[config.mk]
export PLATFORM = sky130hd
export DESIGN_NAME = axil_reg_port_bridge
export DESIGN_NICKNAME = d
export VERILOG_FILES = /design/src/rtl/axil_reg_pkg.sv /design/src/rtl/axil_reg_port_bridge_rd_delay.sv /design/src/rtl/axil_reg_port_bridge.sv
export SDC_FILE = /design/constraint.sdc
export NUM_CORES = 1
export LEC_CHECK = 0
export CAP_MARGIN = 20
export CORE_MARGIN = 4
export CORE_UTILIZATION = 43
export CTS_CLUSTER_SIZE = 24
export DETAILED_ROUTE_END_ITERATION = 8
export PLACE_DENSITY = 0.86
export SYNTH_ARGS = -nofsm -noshare
export SYNTH_HDL_FRONTEND = slang
export SYNTH_SLANG_ARGS = --single-unit
[constraint.sdc]
create_clock -name clock -period 3.2 [get_ports clock]
set_clock_uncertainty 0.2 [all_clocks]
set_input_delay 0.48 -clock clock [delete_from_list [all_inputs] [get_ports clock]]
set_output_delay 0.48 -clock clock [all_outputs]
set_load 0.05 [all_outputs]
[src/rtl/axil_reg_pkg.sv]
// axil_reg_pkg: shared response codes, FSM states and address helper for the AXI-Lite register-port bridge
// Contents:
//   OKAY / SLVERR  AXI response codes
//   state_t        bridge FSM states
//   word_of        byte address -> word address
package axil_reg_pkg;
    localparam logic [1:0] OKAY   = 2'b00;
    localparam logic [1:0] SLVERR = 2'b10;

    typedef enum logic [2:0] {
        IDLE,
        W_NEED_DATA,
        W_NEED_ADDR,
        W_STROBE,
        W_RESP,
        R_STROBE,
        R_WAIT,
        R_RESP
    } state_t;

    function automatic logic [31:0] word_of(input logic [31:0] byte_addr);
        return byte_addr >> 2;
    endfunction
endpackage

[src/rtl/axil_reg_port_bridge_rd_delay.sv]
// axil_rd_delay: READ_LATENCY-deep valid shift register that marks when register-bank read data is valid
// Ports:
//   clock, reset  rising-edge clock, synchronous active-high reset
//   start         one-cycle pulse in the read-strobe cycle
//   done          pulse READ_LATENCY cycles after start
module axil_rd_delay
    import axil_reg_pkg::*;
#(
    parameter int READ_LATENCY = 1
) (
    input  logic clock,
    input  logic reset,
    input  logic start,
    output logic done
);
    logic [READ_LATENCY-1:0] sr;

    always_ff @(posedge clock) begin
        if (reset)
            sr <= '0;
        else
            sr <= READ_LATENCY'({sr, start});
    end

    assign done = sr[READ_LATENCY-1];
endmodule

[src/rtl/axil_reg_port_bridge.sv]
// axil_reg_port_bridge: AXI4-Lite slave converting single transactions into one-cycle register-port strobes
// Ports:
//   clock, reset           rising-edge clock, synchronous active-high reset
//   axil_aw_* / axil_w_*   write address / data channels
//   axil_b_*               write response channel
//   axil_ar_* / axil_r_*   read address / data channels
//   reg_waddr/wdata/be/we  write strobe to the register bank
//   reg_raddr/oe, reg_rdata read strobe and returned data (valid READ_LATENCY cycles after reg_oe)
// Build option: define AXIL_DECODE_ERR_EN to block strobes to word addresses >= NUM_REGS and answer SLVERR.
module axil_reg_port_bridge
    import axil_reg_pkg::*;
#(
    parameter int ADDR_WIDTH   = 12,
    parameter int DATA_WIDTH   = 32,
    parameter int NUM_REGS     = 32,
    parameter int READ_LATENCY = 1
) (
    input  logic                    clock,
    input  logic                    reset,
    input  logic                    axil_aw_valid,
    output logic                    axil_aw_ready,
    input  logic [ADDR_WIDTH-1:0]   axil_aw_addr,
    input  logic                    axil_w_valid,
    output logic                    axil_w_ready,
    input  logic [DATA_WIDTH-1:0]   axil_w_data,
    input  logic [DATA_WIDTH/8-1:0] axil_w_strb,
    output logic                    axil_b_valid,
    input  logic                    axil_b_ready,
    output logic [1:0]              axil_b_resp,
    input  logic                    axil_ar_valid,
    output logic                    axil_ar_ready,
    input  logic [ADDR_WIDTH-1:0]   axil_ar_addr,
    output logic                    axil_r_valid,
    input  logic                    axil_r_ready,
    output logic [DATA_WIDTH-1:0]   axil_r_data,
    output logic [1:0]              axil_r_resp,
    output logic [ADDR_WIDTH-3:0]   reg_waddr,
    output logic [DATA_WIDTH-1:0]   reg_wdata,
    output logic [DATA_WIDTH/8-1:0] reg_be,
    output logic                    reg_we,
    output logic [ADDR_WIDTH-3:0]   reg_raddr,
    output logic                    reg_oe,
    input  logic [DATA_WIDTH-1:0]   reg_rdata
);
    localparam int WA = ADDR_WIDTH - 2;
`ifdef AXIL_DECODE_ERR_EN
    localparam bit DECODE = 1'b1;
`else
    localparam bit DECODE = 1'b0;
`endif

    function automatic logic hit(input logic [WA-1:0] w);
        return !DECODE || (32'(w) < NUM_REGS);
    endfunction

    state_t         state;
    logic           arb;
    logic           aw_rdy, w_rdy, ar_rdy;
    logic           contend, wr_lose, rd_lose;
    logic           aw_hs, w_hs, ar_hs, rd_done;
    logic [WA-1:0]  aw_word, ar_word;

    // Readies are registered; only the arbitration loser is masked in the contended IDLE cycle.
    assign contend       = ar_rdy && (aw_rdy || w_rdy) && axil_ar_valid && (axil_aw_valid || axil_w_valid);
    assign wr_lose       = contend && arb;
    assign rd_lose       = contend && !arb;
    assign axil_aw_ready = aw_rdy && !wr_lose;
    assign axil_w_ready  = w_rdy && !wr_lose;
    assign axil_ar_ready = ar_rdy && !rd_lose;
    assign aw_hs         = axil_aw_valid && axil_aw_ready;
    assign w_hs          = axil_w_valid && axil_w_ready;
    assign ar_hs         = axil_ar_valid && axil_ar_ready;
    assign aw_word       = WA'(word_of(32'(axil_aw_addr)));
    assign ar_word       = WA'(word_of(32'(axil_ar_addr)));

    axil_rd_delay #(.READ_LATENCY(READ_LATENCY)) u_rd_delay (
        .clock (clock),
        .reset (reset),
        .start (state == R_STROBE),
        .done  (rd_done)
    );

    always_ff @(posedge clock) begin
        if (reset) begin
            state                   <= IDLE;
            arb                     <= 1'b0;
            {aw_rdy, w_rdy, ar_rdy} <= 3'b000;
            axil_b_valid            <= 1'b0;
            axil_b_resp             <= OKAY;
            axil_r_valid            <= 1'b0;
            axil_r_resp             <= OKAY;
            axil_r_data             <= '0;
            reg_waddr               <= '0;
            reg_wdata               <= '0;
            reg_be                  <= '0;
            reg_we                  <= 1'b0;
            reg_raddr               <= '0;
            reg_oe                  <= 1'b0;
        end else begin
            if (contend)
                arb <= !arb;
            case (state)
                IDLE: begin
                    if (aw_hs)
                        reg_waddr <= aw_word;
                    if (w_hs) begin
                        reg_wdata <= axil_w_data;
                        reg_be    <= axil_w_strb;
                    end
                    if (aw_hs && w_hs) begin
                        reg_we                  <= |axil_w_strb && hit(aw_word);
                        {aw_rdy, w_rdy, ar_rdy} <= 3'b000;
                        state                   <= W_STROBE;
                    end else if (aw_hs) begin
                        {aw_rdy, w_rdy, ar_rdy} <= 3'b010;
                        state                   <= W_NEED_DATA;
                    end else if (w_hs) begin
                        {aw_rdy, w_rdy, ar_rdy} <= 3'b100;
                        state                   <= W_NEED_ADDR;
                    end else if (ar_hs) begin
                        reg_raddr               <= ar_word;
                        reg_oe                  <= hit(ar_word);
                        {aw_rdy, w_rdy, ar_rdy} <= 3'b000;
                        state                   <= R_STROBE;
                    end else begin
                        {aw_rdy, w_rdy, ar_rdy} <= 3'b111;
                    end
                end
                W_NEED_DATA: if (w_hs) begin
                    reg_wdata <= axil_w_data;
                    reg_be    <= axil_w_strb;
                    reg_we    <= |axil_w_strb && hit(reg_waddr);
                    w_rdy     <= 1'b0;
                    state     <= W_STROBE;
                end
                W_NEED_ADDR: if (aw_hs) begin
                    reg_waddr <= aw_word;
                    reg_we    <= |reg_be && hit(aw_word);
                    aw_rdy    <= 1'b0;
                    state     <= W_STROBE;
                end
                W_STROBE: begin
                    reg_we       <= 1'b0;
                    axil_b_valid <= 1'b1;
                    axil_b_resp  <= hit(reg_waddr) ? OKAY : SLVERR;
                    state        <= W_RESP;
                end
                W_RESP: if (axil_b_ready) begin
                    axil_b_valid            <= 1'b0;
                    {aw_rdy, w_rdy, ar_rdy} <= 3'b111;
                    state                   <= IDLE;
                end
                R_STROBE: begin
                    reg_oe <= 1'b0;
                    state  <= R_WAIT;
                end
                R_WAIT: if (rd_done) begin
                    axil_r_data  <= hit(reg_raddr) ? reg_rdata : '0;
                    axil_r_resp  <= hit(reg_raddr) ? OKAY : SLVERR;
                    axil_r_valid <= 1'b1;
                    state        <= R_RESP;
                end
                R_RESP: if (axil_r_ready) begin
                    axil_r_valid            <= 1'b0;
                    {aw_rdy, w_rdy, ar_rdy} <= 3'b111;
                    state                   <= IDLE;
                end
                default: state <= IDLE;
            endcase
        end
    end
endmodule
; ---- Word-level counts from Yosys, hierarchy flattened
; Cells that the tools add are included.
; W data, S select, Z words.
[classes]
n_eq_ne = 18
mux = 40
bitwise_logic = 3
reduce_logical = 41
[op_table]
columns = op, count
row1 = $mux W3, 9
row2 = $pmux W3 S8, 1
row3 = $mux W1, 23
row4 = $ne A2 B2 Y1 const B, 9
row5 = $eq A3 B3 Y1 const B, 4
row6 = $logic_and A1 B1 Y1, 12
row7 = $pmux W1 S4, 3
row8 = $reduce_and A4 Y1, 3
row9 = $reduce_bool A4 Y1, 3
row10 = $reduce_and A5 Y1, 2
row11 = $reduce_and A2 Y1, 4
row12 = $reduce_or A4 Y1, 2
row13 = $eq A3 B2 Y1 const B, 2
row14 = $pmux W1 S2, 3
row15 = $reduce_and A3 Y1, 2
row16 = $reduce_and A6 Y1, 1
row17 = $reduce_bool A2 Y1, 3
row18 = $ne A5 B5 Y1 const B, 1
row19 = $reduce_or A2 Y1, 2
row20 = $eq A3 B1 Y1 const B, 1
row21 = $logic_not A1 Y1, 3
row22 = $logic_not A3 Y1, 1
row23 = $not A1 Y1, 3
row24 = $pmux W1 S3, 1
row25 = 3 further kinds, 4
[totals]
regBits = 100
wordCells = 117

; ---- Longest topological paths before layout
; Gate-level depths: netlist of the first run.
[logic_depth]
depth_word = 13
ltp_mapped = 7
depth_no_buf = 4

; ---- Hierarchy
; Synthesis of the first run repeated with hierarchy kept, for this count alone.
[unflattened]
hier_cells = 478
area_unflattened_um2 = 4008.8
[by_module_without_submodules]
columns = module, n_inst, cells_per_inst, area_per_inst_um2, seq_area_each_um2
row1 = axil_reg_port_bridge, 1, 476, 3975.1, 1981.9
row2 = axil_rd_delay, 1, 2, 33.8, 20.0

; ---- Worst setup path after synthesis of the first run
; Ideal clock, no wire load.
[synth_path]
path_type = input port to output port
from = input axil_w_valid
to = output axil_aw_ready
arrival_ns = 1.967
required_ns = 2.520
setup_slack_ns = 0.553
path_stages = 3
n_path_buf = 0
path_cell_list = o22ai_1 > nor2_1 > a21boi_0
[synth_between]
elab_chain_cells = 5
[synth_rtl]
columns = element, line
row1 = start: declaration, axil_reg_port_bridge.sv:23  ; input logic axil_w_valid,
row2 = $logic_or A1 B1 Y1, axil_reg_port_bridge.sv:64  ; assign contend = ar_rdy && (aw_rdy || w_rdy) && axil_ar_valid && (axil_aw_valid || axil_w_valid);
row3 = $logic_and A1 B1 Y1, axil_reg_port_bridge.sv:64
row4 = $logic_and A1 B1 Y1, axil_reg_port_bridge.sv:65  ; assign wr_lose = contend && arb;
row5 = $logic_not A1 Y1, axil_reg_port_bridge.sv:67  ; assign axil_aw_ready = aw_rdy && !wr_lose;
row6 = $logic_and A1 B1 Y1, axil_reg_port_bridge.sv:67
row7 = end: declaration, axil_reg_port_bridge.sv:21  ; output logic axil_aw_ready,
; Every way passes these cells.

; ---- Worst setup path after layout of the first run
; Ends and elaborated chain as after synthesis.

==> out/results.ini, run 1 <==
[run_status]
status = finished clean

[worst_hold_path]
worstHoldPathCells = 2
hold_start = axil_r_data[1]
hold_end = axil_r_data[1]
hold_path_class = reg -> reg

[grt]
antenna_found_initial = 0
grt.overflow.total = 0
grtUsageTotal_pct = 21.2
grt_pass1_vias = 3723
grt_max_degree = 56
grt_pass1_wl_um = 17600

[placed_design]
preCtsSetupSlack_ps = 692
gp_congestion = 0.932
port_buffers = 189
placed_cell_area_mm2 = 0.00573
hpwl_um = 8280

[critical_path]
worstReg2RegStart = state[2]
crit_required_ps = 2520
worstRegToRegCells = 5
reg2reg_slack_ps = 950
cp_max_fo = 6
path_class = in -> out
endpoint_kind = primary output
worstPathArrival_ps = 1830
r2r_end = axil_r_data[6]
cp-start-kind = primary input

[die]
num_rows = 34
dieArea_mm2 = 0.0105
io_pins = 198
core_area_mm2 = 0.00868
start_util_pct = 44.0
dieWidth_um = 102
die_height_um = 102

[clocking]
cts-root-buf = clkbuf_8
htreeDepth = 3
hold_buffers = 0
clkTransAtPathRegs_ps = 90
cts_sinks = 100
cts_buffers = 9
post-cts-setup-buffers = 0
cts_tree = done
clock_path_buffers = 2
clock_latency_ps = 350
ctsResizeCount = 0

[logic_synthesis]
synth_seq_cells = 100
syn_inst = 461
yosys_warnings = 0
synth-seq-area-share_pct = 52.4
synth_edf_count = 0
synth_area_mm2 = 0.00382
synth.most_common_cell = nand2_1
yosysUniqueCellTypes = 43
post-synth-top-area-fraction_pct = 52.4
async_reset_ff_share_pct = 0
synthTopCellsByArea = dfxtp_1 52%, nand2_1 14%, a21oi_1 9.7%
synth_ff_type = dfxtp_1
yosys.area.top_type = dfxtp_1
synth_area_per_cell_um2 = 8.29
ys_top_cells_by_count = 141 x nand2_1, 100 x dfxtp_1, 74 x a21oi_1

[route]
drtPass1Iterations = 4
via_per_inst = 5.07
drtAntennaViolNets = 0
drt_wl_total_um = 11200
drc_errors = 0
routed-via-count = 3788
drt_iter0_markers = 141
wl_per_cell_um = 15.0

[timing]
finalSetupViolations = 0
max_freq_ghz = 0.398
setup_tns_ps = 0
setup_ws_ps = 686
tightestPinTransition_ps = 824
report.final.slew_viol_count = 0
holdWs_ps = 258
maxSlewHeadroom_pct = 45.1
fin_crit_sh_pct = 78.6
fin_crit_ps = 2510
rsz0062_at_grt = false
final-hold-violation-count = 0

[power]
leakagePower_nw = 2.18
p_per_area_mw_per_mm2 = 616
ir_drop_mv = 0.411

[cells_and_area]
diodes = 0
area_growth_syn_to_layout_pct = 55.2
post-route-util_pct = 68.3
drive_gt1_share_pct = 4.69
stdcell_area_mm2 = 0.00593
layout.nets = 733

[job]
max-cap-violations = 0

==> final cells by class <==
| cell class | count | area [um^2] |
|---|---|---|
| multi-input combinational | 322 | 1630 |
| fill | 691 | 2750 |
| clock buffer | 10 | 128 |
| tap | 108 | 135 |
| timing repair buffer | 196 | 1940 |
| inverter | 5 | 18.8 |
| clock inverter | 6 | 71.3 |
| sequential | 100 | 2000 |
==> worst max-delay path, cell delays in order <==
cell	delay [ps]
clkdlybuf4s50_1	500
o22ai_1	300
nor2_1	130
a21boi_0	200
buf_4	230
==> worst max-delay path by stage <==
stage / depth (start not counted) / startpoint / to / slack (ps)
after global placement: 5 / axil_w_valid / axil_aw_ready / 710
after CTS: 5 / axil_w_valid / axil_w_ready / 690
after detailed placement: 5 / axil_w_valid / axil_w_ready / 690
final: 5 / axil_w_valid / axil_aw_ready / 690
after floorplan: 3 / axil_w_valid / axil_aw_ready / 550
after global routing: 5 / axil_w_valid / axil_w_ready / 530
==> where the power goes <==
| group | switching, mW | internal [mW] |
|---|---|---|
| logic | 0.817 | 0.500 |
| clock network | 0.447 | 0.371 |
| registers | 0.141 | 1.38 |
| total | 1.40 | 2.25 |
==> metal layers <==
metal / global-route usage [%] / up-vias / part of all wire (%)
li1: - / 1878 / -
met1: 23.4 / 1759 / 38
met2: 37.2 / 138 / 50
met3: 8.60 / 13 / 9.7
met4: 6.76 / 0 / 1.6
met5: 0 / - / 0
==> flip-flops by register name, indices dropped and copies added, names as in the netlist <==
name and flops:
ar_rdy 1, arb 1, aw_rdy 1, axil_b_valid 1, axil_r_data 32, axil_r_valid 1, reg_be 4, reg_oe 1
reg_raddr 10, reg_waddr 10, reg_wdata 32, reg_we 1, state 3, u_rd_delay.done 1, w_rdy 1
==> metrics by stage <==
stage	power [mW]	std cells
floorplan	2.41	464
global placement	2.83	731
detailed placement	2.86	731
CTS	3.68	747
global route	3.84	747
finish	3.65	747
==> logic make-up after synthesis <==
| logic type | count (synthesis) | synth area share, % |
|---|---|---|
| flip-flops | 100 | 52.4 |
| buffers and inverters | 42 | 5.34 |
| XOR/XNOR | 1 | 0.229 |
| other | 1 | 0.0982 |
| multiplexers | 20 | 5.24 |
| AO/OA/AOI/OAI | 104 | 15.5 |
| AND/OR/NAND/NOR | 193 | 21.2 |
==> cell usage in the layout (no fill, tap or decap), types with 4 or more instances in the layout <==
cell and n:
clkdlybuf4s50_1 185, nand2_1 141, dfxtp_1 100, a21oi_1 74, nor2_1 27, mux2i_1 20, clkbuf_8 9, buf_4 9
inv_1 5, nor2b_1 4, o21ai_0 4, a31oi_1 4, conb_1 4
Power figures use the tool's default switching activity.
==> run 2: changes to the inputs <==
--- a/config.mk
+++ b/config.mk
@@ -7,10 +7,10 @@
 export LEC_CHECK = 0
 export CAP_MARGIN = 20
 export CORE_MARGIN = 4
-export CORE_UTILIZATION = 43
+export CORE_UTILIZATION = 40
 export CTS_CLUSTER_SIZE = 24
 export DETAILED_ROUTE_END_ITERATION = 8
-export PLACE_DENSITY = 0.86
+export PLACE_DENSITY = 0.81
 export SYNTH_ARGS = -nofsm -noshare
 export SYNTH_HDL_FRONTEND = slang
 export SYNTH_SLANG_ARGS = --single-unit
==> constraint.sdc (replaced) <==
create_clock -name clock -period 2.35 [get_ports clock]
set_clock_uncertainty 0.2 [all_clocks]
set_input_delay 0.3525 -clock clock [delete_from_list [all_inputs] [get_ports clock]]
set_output_delay 0.3525 -clock clock [all_outputs]
set_load 0.05 [all_outputs]
==> run 2 against run 1 <==
Register-to-register slack worse by 630 ps. Wire length fell by 3.1%. Largest power group unchanged. Global-route usage is 2.8 points lower. Count of clock-buffer cells in the layout is 1 higher. Highest routed layer unchanged. Sequential share of layout area fell by 0.35 points. Hold slack got worse by 4.3 ps. Critical endpoint is now axil_w_ready. Setup slack lost 570 ps. Clock power up 18%. Total power increased by 34%. Critical path depth unchanged. Design area increased by 1.0%.
==> out/results.ini, run 2 (synthesized netlist as in run 1, its figures left out) <==
[run_status]
status = finished clean

[die]
start_util_pct = 41.1
die_height_um = 106
num_rows = 35
io_pins = 198
core_area_mm2 = 0.00928
dieWidth_um = 106
dieArea_mm2 = 0.0112

[grt]
grt_max_degree = 37
grt.overflow.total = 0
grtUsageTotal_pct = 18.4
grt_pass1_wl_um = 17000
antenna_found_initial = 0
grt_pass1_vias = 3600

[cells_and_area]
reg_top3 = axil_r_data x32, reg_wdata x32
stdcell_count = 770
layout.nets = 735
diodes = 0
multi_input_area_mm2 = 0.00163
area_growth_syn_to_layout_pct = 56.8
fillers = 790
mostFrequentLayoutCells = 185 x clkdlybuf4s50_1, 141 x nand2_1, 100 x dfxtp_1
drive_gt1_share_pct = 4.84
final_common_cell = clkdlybuf4s50_1
ff_latch_area_mm2 = 0.00200

[route]
drtPass1Iterations = 4
drt_iter0_markers = 137
routed-via-count = 3743
drtAntennaViolNets = 0
via_per_inst = 4.86
wl_per_cell_um = 14.1
drt_wl_total_um = 10800
drc_errors = 0

[power]
power.total_mw = 4.90
p_per_area_mw_per_mm2 = 818
ir_drop_mv = 0.501
leakagePower_nw = 2.18

[clocking]
clkTransAtPathRegs_ps = 90
cts-root-buf = clkbuf_8
clock_latency_ps = 340
hold_buffers = 0
cts_sinks = 100
htreeDepth = 3
cts_buffers = 9
clock_path_buffers = 2
cts_tree = done

[timing]
setup_ws_ps = 119
rsz0062_at_grt = false
maxSlewHeadroom_pct = 54.0
report.final.slew_viol_count = 0
tightestPinTransition_ps = 689
fin_crit_ps = 2230
holdWs_ps = 254
max_freq_ghz = 0.448
final-hold-violation-count = 0
setup_tns_ps = 0
finalSetupViolations = 0
fin_crit_sh_pct = 95.0

[critical_path]
cp-start-kind = primary input
endpoint_kind = primary output
path_class = in -> out
cp_max_fo = 4
crit_required_ps = 1800
critPathMaxStageDelay_ps = 460
worstPathArrival_ps = 1680
crit_chain = clkdlybuf4s50_1, o22ai_1, nor2_1, a21boi_1, buf_12
crit_family = buffers and inverters
critPathBufInv = 2
cpMaxStageDelayCell = clkdlybuf4s50_1

[placed_design]
hpwl_um = 7990
port_buffers = 189
preCtsSetupSlack_ps = 32.3
placedCellCount = 754
gp_congestion = 0.876

[job]
max-cap-violations = 0

[worst_hold_path]
hold_path_class = in -> reg

## run 2: area by class of cell
cell class                 count  area share, %
clock inverter                 5          0.627
timing repair buffer         198           33.6
sequential                   100           33.4
clock buffer                  11           2.19
multi-input combinational    322           27.2
tap                          129           2.70
inverter                       5          0.313
## run 2: final timing paths
check	startpoint	to	slack, ps	depth (start not counted)
worst min register to register	reg_wdata[29]	reg_wdata[29]	260	2
worst max-delay path	axil_aw_valid	axil_w_ready	120	5
worst max register to register	state[2]	axil_r_data[31]	320	5
worst min-delay path	reset	arb	250	2
## run 2: repair_timing
item	4_1_cts	5_1_grt
endpoints found under the hold margin	0	0
setup endpoints to repair	0	2
setup buffers	0	0
gates resized for setup	0	2
## run 2: routing by layer
metal	up-vias	global-route usage, %	share of wire (%)	routed length (um)
met1	1698	21.3	41	4410
met5	-	0	0	0
met4	0	5.37	1.4	151
li1	1885	-	-	-
met3	13	6.49	8.6	933
met2	147	32.1	49	5330
## run 2: worst reg2reg max path, stage by stage, from the launching register on
cell and delay [ps]:
dfxtp_1 780, nand3_1 250, nor2_2 130, buf_4 310
nand2_1 120, a21oi_1 160
## run 2: where the power goes
group	internal [mW]	total [mW]	switching, mW	leakage (nW)
combinational	0.761	1.87	1.11	1.29
sequential	1.88	2.07	0.194	0.810
clock	0.391	0.961	0.571	0.0799
total	3.03	4.90	1.87	2.18
## run 2: per-stage QoR
step | area [um^2] | util [%]
5_1_grt | 5990 | 64.5
3_3_place_gp | 5820 | 62.7
4_1_cts | 5990 | 64.5
2_1_floorplan | 3830 | -
3_5_place_dp | 5820 | 62.7
6_report | 5990 | 64.5
